### config.mk
export PLATFORM = sky130hd
export DESIGN_NAME = relogio_xadrez_n_flat
export DESIGN_NICKNAME = d
export VERILOG_FILES = /design/src/rtl/relogio_xadrez_n_pkg.sv /design/src/rtl/relogio_xadrez_n_if.sv /design/src/rtl/relogio_xadrez_n_gerador_tick.sv /design/src/rtl/relogio_xadrez_n.sv /design/src/flat_wrapper.sv
export SDC_FILE = /design/constraint.sdc
export NUM_CORES = 1
export LEC_CHECK = 0
export ABC_AREA = 0
export BUFFER_PORTS_ARGS = -buffer_cell sky130_fd_sc_hd__buf_2
export CAP_MARGIN = 20
export CORE_UTILIZATION = 30
export DETAILED_ROUTE_END_ITERATION = 16
export GPL_ROUTABILITY_DRIVEN = 0
export PLACE_DENSITY = 0.44
export RECOVER_POWER = 25
export SYNTH_ARGS = -nofsm -noshare
export SYNTH_HDL_FRONTEND = slang
export SYNTH_SLANG_ARGS = --single-unit
### constraint.sdc
create_clock -name clock -period 11.8 [get_ports clock]
set_input_delay 1.18 -clock clock [delete_from_list [all_inputs] [get_ports clock]]
set_output_delay 1.18 -clock clock [all_outputs]
set_load 0.005 [all_outputs]
### src/rtl/relogio_xadrez_n_pkg.sv
// Shared definitions for the N-player chess clock: FSM encoding, seconds field, index width helper.
// Pure declarations; no latency, no backpressure.
package relogio_pkg;

    typedef enum logic [1:0] {
        IDLE     = 2'd0,
        PRONTO   = 2'd1,
        CONTANDO = 2'd2,
        FIM      = 2'd3
    } estado_t;

    localparam int SEG_W   = 6;
    localparam int SEG_MAX = 59;

    function automatic int clog2_min1(input int n);
        return (n <= 2) ? 1 : $clog2(n);
    endfunction

endpackage

### src/rtl/relogio_xadrez_n_if.sv
// Control/readout bundle of the chess clock; master drives controls, slave (the clock) drives readout.
// Plain wires; no latency, no backpressure.
interface relogio_if
    import relogio_pkg::*;
#(
    parameter int N_JOG = 2,
    parameter int MIN_W = 7,
    parameter int INC_W = 6,
    parameter int IDX_W = clog2_min1(N_JOG)
);
    logic             carga;
    logic [MIN_W-1:0] chaves;
    logic             modo;
    logic [INC_W-1:0] incremento;
    logic [N_JOG-1:0] jogada;
    logic [IDX_W-1:0] sel_jog;
    logic [MIN_W-1:0] leitura_min;
    logic [SEG_W-1:0] leitura_seg;
    logic [N_JOG-1:0] vez;
    logic             fim;
    logic [IDX_W-1:0] perdedor;
    logic [1:0]       estado;

    modport master (
        output carga, chaves, modo, incremento, jogada, sel_jog,
        input  leitura_min, leitura_seg, vez, fim, perdedor, estado
    );

    modport slave (
        input  carga, chaves, modo, incremento, jogada, sel_jog,
        output leitura_min, leitura_seg, vez, fim, perdedor, estado
    );
endinterface

### src/rtl/relogio_xadrez_n_gerador_tick.sv
// One-second prescaler: tick pulses combinationally while count == CLOCK_FREQ-1 and en=1.
// Latency 0 from count to tick; clr wins over counting; no backpressure.
module gerador_tick #(
    parameter int CLOCK_FREQ = 100_000_000
) (
    input  logic clock,
    input  logic reset,
    input  logic clr,
    input  logic en,
    output logic tick
);
    localparam int CW = (CLOCK_FREQ > 1) ? $clog2(CLOCK_FREQ) : 1;
    localparam logic [CW-1:0] TOPO = CW'(CLOCK_FREQ - 1);

    logic [CW-1:0] cnt;

    assign tick = en && (cnt == TOPO);

    always_ff @(posedge clock or negedge reset) begin
        if (!reset) begin
            cnt <= '0;
        end else if (clr) begin
            cnt <= '0;
        end else if (en) begin
            cnt <= (cnt == TOPO) ? '0 : cnt + 1'b1;
        end
    end
endmodule

### src/rtl/relogio_xadrez_n.sv
// N-player chess clock with Fischer increment; flags the first player to reach 0:00.
// State updates one cycle after tick/press; readout is combinational; no backpressure.
module relogio_xadrez_n
    import relogio_pkg::*;
#(
    parameter int CLOCK_FREQ = 100_000_000,
    parameter int N_JOG      = 2,
    parameter int MIN_W      = 7,
    parameter int INC_W      = 6,
    parameter int IDX_W      = clog2_min1(N_JOG)
) (
    input  logic clock,
    input  logic reset,
    relogio_if.slave bus
);
    localparam int T_W = MIN_W + SEG_W;
    localparam logic [MIN_W-1:0] MIN_MAX = '1;
    localparam logic [SEG_W:0]   SEG_LIM = (SEG_W + 1)'(SEG_MAX + 1);

    estado_t          estado, estado_nxt;
    logic [IDX_W-1:0] ativo, ativo_nxt, perdedor, perdedor_nxt, pri_idx;
    logic             fim, fim_nxt;
    logic [N_JOG-1:0] jogada_d, press;
    logic [T_W-1:0]   tempo     [N_JOG];
    logic [T_W-1:0]   tempo_nxt [N_JOG];
    logic [T_W-1:0]   tempo_at, t_novo, leit;
    logic             press_valida, bandeira, tick, clr;
    logic [SEG_W-1:0] inc_sat;

    function automatic logic [T_W-1:0] decrementa(input logic [T_W-1:0] t);
        logic [MIN_W-1:0] m;
        logic [SEG_W-1:0] s;
        {m, s} = t;
        if (s != '0) begin
            s = s - 1'b1;
        end else if (m != '0) begin
            m = m - 1'b1;
            s = SEG_W'(SEG_MAX);
        end
        return {m, s};
    endfunction

    // Minutes saturate at all-ones:59 rather than wrapping.
    function automatic logic [T_W-1:0] soma_inc(input logic [T_W-1:0] t, input logic [SEG_W-1:0] inc);
        logic [MIN_W-1:0] m;
        logic [SEG_W:0]   s;
        m = t[T_W-1:SEG_W];
        s = {1'b0, t[SEG_W-1:0]} + {1'b0, inc};
        if (s >= SEG_LIM) begin
            if (m == MIN_MAX) return {MIN_MAX, SEG_W'(SEG_MAX)};
            return {m + 1'b1, SEG_W'(s - SEG_LIM)};
        end
        return {m, s[SEG_W-1:0]};
    endfunction

    function automatic logic [IDX_W-1:0] proximo(input logic [IDX_W-1:0] a);
        return (a == IDX_W'(N_JOG - 1)) ? '0 : a + 1'b1;
    endfunction

    gerador_tick #(.CLOCK_FREQ(CLOCK_FREQ)) u_tick (
        .clock (clock),
        .reset (reset),
        .clr   (clr),
        .en    (estado == CONTANDO),
        .tick  (tick)
    );

    assign press   = bus.jogada & ~jogada_d;
    assign inc_sat = (32'(bus.incremento) > SEG_MAX) ? SEG_W'(SEG_MAX) : SEG_W'(bus.incremento);

    always_comb begin
        tempo_at     = '0;
        press_valida = 1'b0;
        pri_idx      = '0;
        for (int i = N_JOG - 1; i >= 0; i--) begin
            if (press[i]) pri_idx = IDX_W'(i);
        end
        for (int i = 0; i < N_JOG; i++) begin
            if (ativo == IDX_W'(i)) begin
                tempo_at     = tempo[i];
                press_valida = press[i];
            end
        end
    end

    always_comb begin
        estado_nxt   = estado;
        ativo_nxt    = ativo;
        fim_nxt      = fim;
        perdedor_nxt = perdedor;
        tempo_nxt    = tempo;
        clr          = 1'b0;
        bandeira     = 1'b0;
        t_novo       = tempo_at;
        if (bus.carga) begin
            for (int i = 0; i < N_JOG; i++) tempo_nxt[i] = {bus.chaves, SEG_W'(0)};
            fim_nxt    = 1'b0;
            clr        = 1'b1;
            estado_nxt = PRONTO;
        end else begin
            case (estado)
                PRONTO: begin
                    if (|press) begin
                        ativo_nxt  = proximo(pri_idx);
                        clr        = 1'b1;
                        estado_nxt = CONTANDO;
                    end
                end
                CONTANDO: begin
                    // Decrement of the outgoing player lands before any increment.
                    if (tick) begin
                        bandeira = (tempo_at <= T_W'(1));
                        t_novo   = decrementa(tempo_at);
                    end
                    if (bandeira) begin
                        estado_nxt   = FIM;
                        fim_nxt      = 1'b1;
                        perdedor_nxt = ativo;
                    end else if (press_valida) begin
                        if (bus.modo) t_novo = soma_inc(t_novo, inc_sat);
                        ativo_nxt = proximo(ativo);
                        clr       = 1'b1;
                    end
                    for (int i = 0; i < N_JOG; i++) begin
                        if (ativo == IDX_W'(i)) tempo_nxt[i] = t_novo;
                    end
                end
                default: ;
            endcase
        end
    end

    always_ff @(posedge clock or negedge reset) begin
        if (!reset) begin
            estado   <= IDLE;
            ativo    <= '0;
            fim      <= 1'b0;
            perdedor <= '0;
            jogada_d <= '0;
            for (int i = 0; i < N_JOG; i++) tempo[i] <= '0;
        end else begin
            estado   <= estado_nxt;
            ativo    <= ativo_nxt;
            fim      <= fim_nxt;
            perdedor <= perdedor_nxt;
            jogada_d <= bus.jogada;
            for (int i = 0; i < N_JOG; i++) tempo[i] <= tempo_nxt[i];
        end
    end

    always_comb begin
        leit = '0;
        for (int i = 0; i < N_JOG; i++) begin
            if (bus.sel_jog == IDX_W'(i)) leit = tempo[i];
        end
    end

    assign bus.leitura_min = leit[T_W-1:SEG_W];
    assign bus.leitura_seg = leit[SEG_W-1:0];
    assign bus.vez         = (estado == CONTANDO) ? (N_JOG'(1) << ativo) : '0;
    assign bus.fim         = fim;
    assign bus.perdedor    = perdedor;
    assign bus.estado      = estado;
endmodule

### src/flat_wrapper.sv
// flat-port wrapper written by rule: the top's interface ports become plain ports
module relogio_xadrez_n_flat import relogio_pkg::*;
#(
    parameter int CLOCK_FREQ = 100_000_000,
    parameter int N_JOG      = 2,
    parameter int MIN_W      = 7,
    parameter int INC_W      = 6,
    parameter int IDX_W      = clog2_min1(N_JOG)
)
  (clock, reset, bus_carga, bus_chaves, bus_modo, bus_incremento, bus_jogada, bus_sel_jog, bus_leitura_min, bus_leitura_seg, bus_vez, bus_fim, bus_perdedor, bus_estado);
  relogio_if #(.N_JOG(N_JOG), .MIN_W(MIN_W), .INC_W(INC_W), .IDX_W(IDX_W)) bus_i ();
  input  logic clock;
  input  logic reset;
  input wire logic [$bits(bus_i.carga)-1:0] bus_carga;
  input wire logic [$bits(bus_i.chaves)-1:0] bus_chaves;
  input wire logic [$bits(bus_i.modo)-1:0] bus_modo;
  input wire logic [$bits(bus_i.incremento)-1:0] bus_incremento;
  input wire logic [$bits(bus_i.jogada)-1:0] bus_jogada;
  input wire logic [$bits(bus_i.sel_jog)-1:0] bus_sel_jog;
  output wire logic [$bits(bus_i.leitura_min)-1:0] bus_leitura_min;
  output wire logic [$bits(bus_i.leitura_seg)-1:0] bus_leitura_seg;
  output wire logic [$bits(bus_i.vez)-1:0] bus_vez;
  output wire logic [$bits(bus_i.fim)-1:0] bus_fim;
  output wire logic [$bits(bus_i.perdedor)-1:0] bus_perdedor;
  output wire logic [$bits(bus_i.estado)-1:0] bus_estado;
  assign bus_i.carga = bus_carga;
  assign bus_i.chaves = bus_chaves;
  assign bus_i.modo = bus_modo;
  assign bus_i.incremento = bus_incremento;
  assign bus_i.jogada = bus_jogada;
  assign bus_i.sel_jog = bus_sel_jog;
  assign bus_leitura_min = bus_i.leitura_min;
  assign bus_leitura_seg = bus_i.leitura_seg;
  assign bus_vez = bus_i.vez;
  assign bus_fim = bus_i.fim;
  assign bus_perdedor = bus_i.perdedor;
  assign bus_estado = bus_i.estado;
  relogio_xadrez_n #(.CLOCK_FREQ(CLOCK_FREQ), .N_JOG(N_JOG), .MIN_W(MIN_W), .INC_W(INC_W), .IDX_W(IDX_W)) u_core (.clock(clock), .reset(reset), .bus(bus_i));
endmodule
== Word level (Yosys, flattened, before mapping) ==
Cells that the tools add are included.

* Bits in registers: 60
* Bits in latches: 0
* RAM bits: 0
* Memory bits (read-only): 0
* Bits of input ports: 20
* Output and inout port bits: 19
* Word-level logic and storage cells: 111
* Memories: 0

* $add $sub $neg: 8
* $mul: 0
* Div/mod/pow operators: 0
* Magnitude comparators: 3
* Equality and inequality tests: 10
* Shift operators: 1
* Mux-type cells: 62
* Bitwise gates (word level): 3
* Reductions and logical operators: 16

{| class="wikitable"
|+ Operators by type and width
! operator !! number
|-
| 2-to-1 mux 13 bit || 14
|-
| 2-to-1 mux 27 bit || 3
|-
| 2-to-1 mux 26 bit || 2
|-
| 2-to-1 mux 1 bit || 31
|-
| adder 27 x 1 -> 27 bit, second input constant || 1
|-
| equality test 27 bit, second input constant || 1
|-
| 2-to-1 mux 6 bit || 3
|-
| 2-to-1 mux 7 bit || 2
|-
| less-or-equal comparator 13 x 1 -> 1 bit, second input constant || 1
|-
| nonzero test 2 bit || 5
|-
| 2-to-1 mux 2 bit || 4
|-
| adder 6 x 6 -> 7 bit || 1
|-
| adder 7 x 1 -> 7 bit, second input constant || 1
|-
| equality test 7 bit, second input constant || 1
|-
| >= comparator 7 x 6 -> 1 bit, second input constant || 1
|-
| nonzero test 7 bit || 1
|-
| subtractor 7 x 1 -> 7 bit, second input constant || 1
|-
| greater-than comparator 6 bit, second input constant || 1
|-
| != test 3 x 2 -> 1 bit, second input constant || 2
|-
| AND reduction 2 bit || 3
|-
| AND reduction 3 bit || 2
|-
| nonzero test 6 bit || 1
|-
| subtractor 6 x 1 -> 6 bit, second input constant || 1
|-
| subtractor 6 bit, second input constant || 1
|-
| 15 further kinds || 19
|}

== Depth between registers and ports, before layout ==
* Depth after elaboration: 24
* Depth in mapped cells: 25
* Mapped depth without buffers: 22

== Cells and area by module ==
Synthesis repeated with hierarchy kept, for this count alone.

* Cells, all modules: 537
* Area total of the unflattened synthesis: 4,682.0 µm²

{| class="wikitable"
|+ Modules (own cells, without submodules)
! module !! instances !! cells an instance !! area an instance (µm²) !! seq. area each (µm²)
|-
| relogio_xadrez_n || 1 || 371 || 3,108.0 || 825.8
|-
| gerador_tick || 1 || 166 || 1,574.0 || 675.6
|}

== Least setup slack after synthesis ==
No wires, ideal clock.

* Path kind: flip-flop to flip-flop
* Start: reg u_core.ativo
* End: reg u_core.tempo[11] (netlist bit)
* Setup time: 0.088 ns
* Data arrival time: 5.097 ns
* Data required time: 11.712 ns
* Path slack: 6.615 ns
* Cell stages (with the launch flop): 25
* Path buffers: 3
* Period minus slack after synthesis: 5.185 ns
* Cells stage by stage: dfrtp_1 > buf_6 > clkbuf_1 > clkbuf_1 > mux2i_1 > ha_1 > o2111a_1 > nand2_1 > nand2_1 > a32o_1 > inv_1 > ha_1 > a21o_1 > a21oi_1 > xnor2_1 > ha_1 > nand2_1 > o32a_1 > o21ai_0 > a31oi_1 > a31oi_1 > a211oi_2 > or4_4 > xor2_1 > a41oi_1

* Word-level cells in the longest chain between the ends: 24
* Elaborated cells on any way between the ends: 45
* Those cells by class: add/sub: 4; order compare: 2; eq/ne: 1; mux: 34; reduce/logical: 4

{| class="wikitable"
|+ Ends and longest elaborated chain
! item !! RTL line !! RTL
|-
| start, declared || relogio_xadrez_n.sv:21 || <nowiki>logic [IDX_W-1:0] ativo, ativo_nxt, perdedor, perdedor_nxt, pri_idx;</nowiki>
|-
| start signal, assigned || relogio_xadrez_n.sv:143 || <nowiki>ativo <= ativo_nxt;</nowiki>
|-
| parallel branches: the longest is 24 deep, another holds adder 6 x 6 -> 7 bit || -- ||
|-
| end, declared || relogio_xadrez_n.sv:24 || <nowiki>logic [T_W-1:0] tempo [N_JOG];</nowiki>
|}

Several ways; the timed one is not identified. The select of a mux whose other input is x is not followed.
A chain may end at the register's enable or synchronous reset.

== Final worst setup path ==
Ends and elaborated chain as after synthesis.

==> flow_summary.ini <==
[run_status]
status = finished with violations
failed_checks = max-capacitance violations, max-slew violations

[critical_path]
slowest_stage = or4_4
cp.arrival_ns = 5.64
crit_start = u_core.ativo$_DFFE_PN0P_
r2r_end = u_core.tempo[11]$_DFFE_PN0P_
crit_required_ns = 11.99
path_cells = buf_4, mux2_2, inv_1, ha_1, o211ai_1, and3_1, a21oi_1, ha_1, inv_1, fa_1, xnor2_1, ha_1, nand2_1, o32a_1, o21ai_0, a31oi_1, a31oi_1, a211oi_2, or4_4, xor2_1, a41oi_1
max_stage_delay_ns = 0.58
ff2ff_setup_slack_ns = 6.35
critPathKind = reg -> reg
critPathLaunchType = register
end_kind = register
crit_path_max_fanout = 32
r2r_cells = 21
rr_startpoint = u_core.ativo$_DFFE_PN0P_
path_common_cell = ha_1

[yosys]
seq_area_frac_synth_pct = 33.5
postSynth.asyncResetShare_pct = 100
synth-warning-count = 0
synth_area_um2 = 4480
synth_edf_count = 0
synth_ff_type = dfrtp_1
ys_seq_elements = 60
synthCells = 512
syn_nets = 546
syn_area_per_cell_um2 = 8.75
ys_types = 77

[global_routing]
grt_max_degree = 61
track_usage_pct = 18.1
grt_pass1_wl_um = 21100
grt_overflow = 0
antenna_found_initial = 0
grt_pass1_vias = 3991

[floorplanning]
io-pin-count = 39
die_w_um = 124
num_rows = 44
initial_utilization_pct = 30.8
die_h_um = 124
coreArea_um2 = 14500
die_area_um2 = 15400

[sta]
worst_slack_ns = 6.35
worst_pin_slew_ns = 3.33
final-max-slew-violation-count = 61
fmax_mhz = 183
skew_ns = 0.00730
setup_viol = 0
fin_crit_sh_pct = 46.2
rsz0062_at_grt = false
finalSetupTns_ns = 0
finalHoldViolCount = 0
period_needed_ns = 5.45
holdWs_ns = 0.504
relSlewSlack_pct = -122

[placement]
detailed_place.area_um2 = 4840
hpwl_um = 9330
portBuffers = 38
place_ws_ns = 6.46

[layout]
final_util_pct = 35.5
syn_to_final_growth_pct = 15.0
nNetsFinal = 577
num_antenna_cells = 0
postLayoutCellArea_um2 = 5150
drive_gt1_share_pct = 17.9

[worst_hold_path]
hold_class = reg -> reg
worstHoldPathCells = 1
hold-path-endpoint = u_core.bus.perdedor$_DFFE_PN0P_
min-delay-start = u_core.ativo$_DFFE_PN0P_

[drt]
drt-total-wl_um = 12700
drc = 0
drtPass1Iterations = 4
via_count = 3918
drt_iter0_markers = 197
drt.antenna.violating_nets = 0
vias_per_cell = 5.35
wire_per_inst_um = 17.4

[run]
maxCapViolCount = 1

[power]
powerDensity_nw_per_um2 = 139
p_leak_nw = 2.16
peakVddDrop_v = 0.0000730

[cts]
clkSlewWorstSetupHoldPaths_ns = 0.05
ctsLongestPathBuffers = 2
cts_hold_buf = 0
clock_latency_ns = 0.34
tritoncts = done
cts_buffers = 9
cts_resized = 0
htreeDepth = 3
cts_setup_buffers = 0
cts-root-buf = clkbuf_16
clock-sinks = 60
[placed cells by master, fill, tap and decap left out, types with 3 or more instances in the layout]
cell type | synthesis | routed
a311oi_1 | 6 | 6
inv_1 | 17 | 17
dfrtp_1 | 60 | 60
nor3b_1 | 4 | 4
nand2_1 | 38 | 38
buf_4 | 0 | 5
clkbuf_1 | 20 | 4
nand3_1 | 16 | 16
xor2_1 | 18 | 18
clkbuf_16 | 0 | 9
o22ai_1 | 4 | 4
or3_1 | 3 | 3
a31oi_1 | 5 | 5
nor2b_1 | 9 | 9
nand4_1 | 9 | 9
a21oi_1 | 25 | 25
a211oi_1 | 12 | 12
mux2i_1 | 16 | 16
a21o_1 | 4 | 4
and3_1 | 8 | 8
nor3_1 | 15 | 15
a211o_1 | 3 | 3
xnor2_1 | 15 | 15
mux2_2 | 19 | 19
ha_1 | 13 | 13
nor2_1 | 72 | 72
nand3b_1 | 3 | 3
buf_2 | 1 | 37
o21ai_0 | 16 | 16
o21a_1 | 5 | 5
nand2b_1 | 6 | 6
o31ai_1 | 6 | 6
and4_1 | 3 | 3
[worst max-delay path, delay by kind of cell (launching register included)]
kind / cells / cell delay, ns
DFF: 1 / 0.34
buffers and inverters: 3 / 0.51
adders and majority gates: 4 / 1.19
and+or+nand+nor: 3 / 0.87
xor gates and xnor gates: 2 / 0.52
muxes: 1 / 0.41
AOI/OAI and AO/OA: 8 / 1.47
[flip-flops by register name (all words and copies together) (netlist names)]
name and flops:
u_core.bus.fim 1, u_core.ativo 1, u_core.bus.perdedor 1, u_core.tempo 26, u_core.bus.estado 2, u_core.jogada_d 2, u_core.u_tick.cnt 27
[metrics by stage]
| step | std cells | total power, W |
|---|---|---|
| 2_1_floorplan | 512 | 0.000379 |
| 3_3_place_gp | 716 | 0.000433 |
| 3_5_place_dp | 716 | 0.000435 |
| 4_1_cts | 732 | 0.000727 |
| 5_1_grt | 732 | 0.000761 |
| 6_report | 732 | 0.000717 |
[report_power, final]
group          total [W]  internal [W]  switching [W]
registers       0.000229      0.000217      0.0000122
logic           0.000203     0.0000768       0.000127
clock network   0.000285      0.000190      0.0000948
total           0.000717      0.000484       0.000234
[worst max-delay path by stage]
stage	to	slack, ns
after global routing	u_core.tempo[24]$_DFFE_PN0P_	6.04
after floorplan	u_core.tempo[11]$_DFFE_PN0P_	6.61
after detailed placement	u_core.tempo[24]$_DFFE_PN0P_	6.46
after CTS	u_core.tempo[24]$_DFFE_PN0P_	6.42
after global placement	u_core.tempo[11]$_DFFE_PN0P_	6.74
final	u_core.tempo[11]$_DFFE_PN0P_	6.35
[Yosys cell counts, drive strengths merged, types with 15 or more instances]
| cell | count | share of area [%] |
|---|---|---|
| a21oi | 26 | 3.0 |
| clkbuf | 20 | 1.7 |
| dfrtp | 60 | 34 |
| inv | 17 | 1.4 |
| mux2 | 19 | 4.8 |
| mux2i | 16 | 3.6 |
| nand2 | 38 | 3.2 |
| nand3 | 16 | 1.8 |
| nor2 | 73 | 6.2 |
| nor3 | 15 | 1.7 |
| o21ai | 17 | 1.9 |
| xnor2 | 15 | 2.9 |
| xor2 | 18 | 3.5 |
[routing by layer]
metal | up-vias | global-route usage [%] | share of wire [%] | wire (um)
met3 | 17 | 4.12 | 4.1 | 527
met2 | 73 | 29.5 | 48 | 6080
met5 | - | 0 | 0 | 0
met4 | 0 | 5.88 | 1.7 | 212
met1 | 1888 | 23.6 | 46 | 5900
li1 | 1940 | - | - | -
[kinds of logic (layout without fill, tap and decap cells)]
group | after synthesis | in the layout | share of synthesized area, %
AND/OR/NAND/NOR | 209 | 209 | 24.5
AO/OA/AOI/OAI | 120 | 120 | 19.3
flip-flops | 60 | 60 | 33.5
buffers and inverters | 41 | 77 | 3.80
multiplexers | 35 | 35 | 8.35
XOR/XNOR | 33 | 33 | 6.45
adder cells (fa/ha/maj) | 14 | 14 | 4.08
[final cells by class]
| type | count | area, um^2 |
|---|---|---|
| clock buffers | 12 | 246 |
| clock inverters | 4 | 72.6 |
| well taps | 184 | 230 |
| flip-flops and latches | 60 | 1500 |
| repair buffers | 44 | 230 |
| multi-input cells | 411 | 2810 |
| fillers | 1533 | 9380 |
| inverters | 17 | 63.8 |
Power figures use the tool's default switching activity.
